$ cat config.mk
export PLATFORM = sky130hd
export DESIGN_NAME = wb_scoreboard
export DESIGN_NICKNAME = d
export VERILOG_FILES = /design/src/rtl/wb_scoreboard.sv
export SDC_FILE = /design/constraint.sdc
export NUM_CORES = 1
export LEC_CHECK = 0
export BUFFER_PORTS_ARGS = -buffer_cell sky130_fd_sc_hd__buf_2
export CORE_MARGIN = 2
export CORE_UTILIZATION = 45
export CTS_CLUSTER_DIAMETER = 50
export DETAILED_ROUTE_END_ITERATION = 10
export PLACE_DENSITY = 0.62
export SLEW_MARGIN = 10
export SYNTH_ARGS = -nofsm -noshare
export SYNTH_HDL_FRONTEND = slang
export SYNTH_SLANG_ARGS = --single-unit
$ cat constraint.sdc
create_clock -name i_clk -period 7 [get_ports i_clk]
set_clock_uncertainty 0.05 [all_clocks]
set_input_delay 1.4 -clock i_clk [delete_from_list [all_inputs] [get_ports i_clk]]
set_output_delay 1.4 -clock i_clk [all_outputs]
set_load 0.02 [all_outputs]
$ cat src/rtl/wb_scoreboard.sv
// rtl/wb_scoreboard.sv - register-file write hazard scoreboard with drain handshake
module wb_scoreboard #(
    parameter int CNT_W             = 2,
    parameter bit REGS_PASS_THROUGH = 1'b1,
    parameter int TOT_W             = 6
) (
    input  logic             i_clk,
    input  logic             i_rst_n,
    input  logic             i_iss_valid,
    input  logic             i_iss_wr,
    input  logic [4:0]       i_iss_rd,
    input  logic             i_iss_use_rs1,
    input  logic             i_iss_use_rs2,
    input  logic [4:0]       i_iss_rs1,
    input  logic [4:0]       i_iss_rs2,
    output logic             o_iss_ready,
    output logic             o_hz_data,
    input  logic             i_wb_valid,
    input  logic [4:0]       i_wb_rd,
    input  logic             i_flush,
    input  logic             i_drain_req,
    output logic             o_drained,
    output logic [TOT_W-1:0] o_inflight,
    output logic             o_err
);

    localparam logic [CNT_W-1:0] CNT_MAX = '1;
    localparam logic [CNT_W-1:0] CNT_ONE = CNT_W'(1);

    typedef enum logic [1:0] {RUN, DRAIN, DONE} state_t;

    state_t           state, state_next;
    logic [CNT_W-1:0] cnt [32];
    logic [TOT_W-1:0] inflight_next;

    logic [CNT_W-1:0] cnt_rs1, cnt_rs2, cnt_rd, cnt_wb;
    logic             hz_rs1, hz_rs2, sat, fire;
    logic             inc, wb_eff, same, up, down;
    logic             underflow, overflow;

    // Source hazards, saturation stall and the issue/writeback pairing terms.
    always_comb begin
        cnt_rs1 = cnt[i_iss_rs1];
        cnt_rs2 = cnt[i_iss_rs2];
        cnt_rd  = cnt[i_iss_rd];
        cnt_wb  = cnt[i_wb_rd];
        // A register whose last pending write retires this cycle is already safe to read.
        hz_rs1 = i_iss_use_rs1 && (i_iss_rs1 != 5'd0) && (cnt_rs1 != '0) &&
                 !(REGS_PASS_THROUGH && (cnt_rs1 == CNT_ONE) && i_wb_valid && (i_wb_rd == i_iss_rs1));
        hz_rs2 = i_iss_use_rs2 && (i_iss_rs2 != 5'd0) && (cnt_rs2 != '0) &&
                 !(REGS_PASS_THROUGH && (cnt_rs2 == CNT_ONE) && i_wb_valid && (i_wb_rd == i_iss_rs2));
        sat = i_iss_wr && (i_iss_rd != 5'd0) && (cnt_rd == CNT_MAX) &&
              !(i_wb_valid && (i_wb_rd == i_iss_rd));
        fire      = i_iss_valid && o_iss_ready;
        inc       = fire && i_iss_wr && (i_iss_rd != 5'd0);
        wb_eff    = i_wb_valid && (i_wb_rd != 5'd0);
        // Issue and writeback on the same register cancel each other out.
        same      = inc && wb_eff && (i_iss_rd == i_wb_rd);
        up        = inc && !same;
        down      = wb_eff && !same && (cnt_wb != '0);
        underflow = wb_eff && !same && (cnt_wb == '0);
        overflow  = up && (cnt_rd == CNT_MAX);
        if (i_flush) begin
            inflight_next = '0;
        end else begin
            inflight_next = o_inflight + TOT_W'(up) - TOT_W'(down);
        end
    end

    // Per-register pending counters; x0 never moves because inc/wb_eff exclude it.
    always_ff @(posedge i_clk) begin
        for (int i = 0; i < 32; i++) begin
            if (!i_rst_n || i_flush) begin
                cnt[i] <= '0;
            end else if (up && (i_iss_rd == 5'(i))) begin
                cnt[i] <= cnt[i] + CNT_ONE;
            end else if (down && (i_wb_rd == 5'(i))) begin
                cnt[i] <= cnt[i] - CNT_ONE;
            end
        end
    end

    // Total outstanding writes and the sticky error flag.
    always_ff @(posedge i_clk) begin
        if (!i_rst_n) begin
            o_inflight <= '0;
            o_err      <= 1'b0;
        end else begin
            o_inflight <= inflight_next;
            if (!i_flush && (underflow || overflow)) begin
                o_err <= 1'b1;
            end
        end
    end

    // Drain FSM state register.
    always_ff @(posedge i_clk) begin
        if (!i_rst_n) begin
            state <= RUN;
        end else begin
            state <= state_next;
        end
    end

    // Drain FSM next state.
    always_comb begin
        state_next = state;
        case (state)
            RUN:     if (i_drain_req) state_next = DRAIN;
            DRAIN:   if (inflight_next == '0) state_next = DONE;
            DONE:    state_next = RUN;
            default: state_next = RUN;
        endcase
    end

    // Drain FSM outputs and issue gating.
    always_comb begin
        o_drained   = (state == DONE);
        o_hz_data   = i_iss_valid && (hz_rs1 || hz_rs2);
        o_iss_ready = (state == RUN) && !o_hz_data && !sat && !i_flush;
    end

endmodule
==> impl_metrics.csv <==
group,metric,value,unit
status,status,"finished, final reports clean",
routing,firstDrtPassIters,6,
clock_tree,cts_tree,"done",
floorplanning,die_w,128,um
timing,setup_slack,974,ps
worst_setup_path,path_max_fanout,22,
worst_setup_path,cp.buffers_inverters,5,
routing,ant_nets,0,
cells_and_area,layout-drive-gt1-share,16.5,%
timing,maxSlewViolCount,0,
placement,place_congestion,0.958,
floorplanning,coreArea,0.0151,mm^2
routing,vias,6617,
routing,detail_route.vias_per_cell,7.05,
yosys,yosys_register_bits,73,
worst_setup_path,crit_path_max_incr_delay,480,ps
clock_tree,clock-root-buffer,"clkbuf_16",
timing,setup_viol_count_final,0,
placement,dpl_worst_slack,703,ps
floorplanning,initial_core_util,45.9,%
yosys,synth_top_area_cell,"edfxtp_1",
worst_setup_path,crit_chain,"buf_2 -> buf_4 -> mux2i_1 -> o21ai_0 -> nand4_1 -> a221oi_1 -> o31ai_2 -> nand3_1 -> nor2_1 -> nor3b_1 -> ha_1 -> inv_1 -> ha_1 -> inv_1 -> fa_1 -> inv_1 -> a21o_1 -> a21oi_1 -> xor2_1 -> and4b_1 -> a31o_2 -> a2111oi_0",
worst_setup_path,worst-setup-path-type,"input port to register",
cells_and_area,stdcell_area,0.00754,mm^2
yosys,ys_seq_area_share,30.2,%
placement,hpwl,17300,um
worst_setup_path,r2r_slack,2250,ps
yosys,async_flop_share,0,%
timing,tns,0,ps
yosys,syn_inst,744,
timing,slew_headroom,20.7,%
clock_tree,cts_sinks,73,
cells_and_area,syn_to_final_growth,8.47,%
routing,drt_wl_total,24600,um
placement,dp_cells,922,
yosys,synth_warnings,0,
routing,routedWlPerCell,26.3,um
yosys,mappedNetlistArea,0.00696,mm^2
floorplanning,die_y,128,um
cells_and_area,layout.nets,781,
worst_setup_path,critPathLaunchType,"input port",
timing,tightest_slew,1190,ps
timing,rsz0062_at_grt,"no",
yosys,synth.top_cell.area_share,27.6,%
yosys,syn-mean-instance-area,9.35,um^2
clock_tree,insertion_delay,350,ps
yosys,synthFlopType,"edfxtp_1",
worst_setup_path,required,7180,ps
placement,place_area,0.00718,mm^2
power_and_ir_drop,ir_drop,0.000124,V
yosys,synth.most_common_cell,"nand3_1",
grt,grt_usage,30.6,%
yosys,netlist_top_cells_count,"nand3_1, edfxtp_1, nor2_1",
hold_path,min_path_type,"register to register",
clock_tree,holdBufCountCts,0,
timing,maxClockFrequency,0.166,GHz
clock_tree,ctsResizeCount,0,
timing,fin_crit_sh,86.1,%
yosys,synth_edf_count,64,
floorplanning,io_pins,39,
power_and_ir_drop,power_density,191,mW/mm^2
power_and_ir_drop,leakage,2.62,nW
yosys,yosys.cell_types.count,75,
clock_tree,clock_path_buffers,2,
timing,final_hold_viol_count,0,
clock_tree,cts_setup_buffers,0,
cells_and_area,stdcell_count,938,
grt,grt_max_degree,44,
worst_setup_path,crit_path_top_delay_cell,"buf_2",
grt,grt_overflow,0,
worst_setup_path,path_delay_family,"compound AO/OA/AOI/OAI gates",
cells_and_area,num_antenna_cells,0,
grt,grt_pass1_wl,37900,um
worst_setup_path,cp.arrival,6200,ps
power_and_ir_drop,power,1.44,mW
clock_tree,clk_pin_slew,60,ps
timing,fin_crit,6030,ps
routing,drc,0,
placement,portBuffers,38,
yosys,ys_top_cells_by_area,"edfxtp_1, mux4_2, mux2i_1",
floorplanning,dieArea,0.0165,mm^2
flow_run,maxCapViolations,0,
grt,grt_pass1_vias,6504,
worst_setup_path,cp-end-kind,"register",
clock_tree,cts_max_level,3,
routing,drtIter0Drc,778,
cells_and_area,final_util,49.8,%
grt,antenna_found_initial,0,
worst_setup_path,path_common_cell,"inv_1",
floorplanning,rows,45,
clock_tree,cts_made_buffers,9,
timing,holdWs,436,ps
==> flip-flops by register name, indices dropped and copies added (netlist names) <==
signal / flops
cnt: 64
o_err: 1
o_inflight: 6
state: 2
==> worst paths after layout <==
check	start	to	depth (start not counted)
hold / removal	state[1]	state[0]	1
setup / recovery	i_iss_rd[1]	state[0]	22
setup reg to reg	cnt[9][1]	state[0]	20
hold reg to reg	state[1]	state[0]	1
==> cells in the final DEF (no fill, tap or decap), drive strengths merged, types with 31 or more instances in the layout <==
cell | netlist | routed
a211oi | 31 | 31
buf | 37 | 53
edfxtp | 64 | 64
mux2i | 47 | 47
mux4 | 36 | 36
nand2 | 51 | 51
nand3 | 75 | 75
nand4 | 39 | 39
nor2 | 58 | 58
xor2 | 32 | 32
==> worst register-to-register path, stage by stage (launching register included) <==
cell	delay [ps]
edfxtp_1	490
mux4_2	500
mux2i_1	290
nand3_1	140
nor4bb_1	190
a2bb2oi_2	180
nand3_1	160
nor2_1	340
nor3b_1	110
ha_1	300
inv_1	60
ha_1	150
inv_1	50
fa_1	390
inv_1	70
a21o_1	100
a21oi_1	70
xor2_1	150
and4b_1	210
a31o_2	240
a2111oi_0	380
==> per-layer routing <==
layer  vias up  GRT usage (%)  part of all wire [%]
met2       414           46.1                    44
li1       2885              -                     -
met3        83           8.81                    11
met1      3235           41.6                    41
met5         -              0                     0
met4         0           12.1                   3.9
==> where the power goes <==
part	switching [mW]	total, mW	internal, mW
sequential	0.0408	0.539	0.498
combinational	0.212	0.339	0.128
clock	0.184	0.567	0.383
==> kinds of logic (layout without fill, tap and decap cells) <==
family | Yosys count | after routing | synth area share [%]
AOI/OAI and AO/OA | 124 | 124 | 12.7
xor gates and xnor gates | 51 | 51 | 6.42
adders and majority gates | 7 | 7 | 1.37
buffers and inverters | 82 | 87 | 5.70
DFF | 73 | 73 | 30.2
muxes | 85 | 85 | 18.8
other | 1 | 2 | 0.0539
and+or+nand+nor | 321 | 321 | 24.7
==> layout make-up <==
class / instances / area [um^2]
fillers: 1397 / 7600
multi-input cells: 590 / 4480
flip-flops and latches: 73 / 2100
repair buffers: 53 / 303
well taps: 188 / 235
clock buffers: 10 / 229
clock inverters: 6 / 131
inverters: 18 / 67.6
Power figures use the tool's default switching activity.
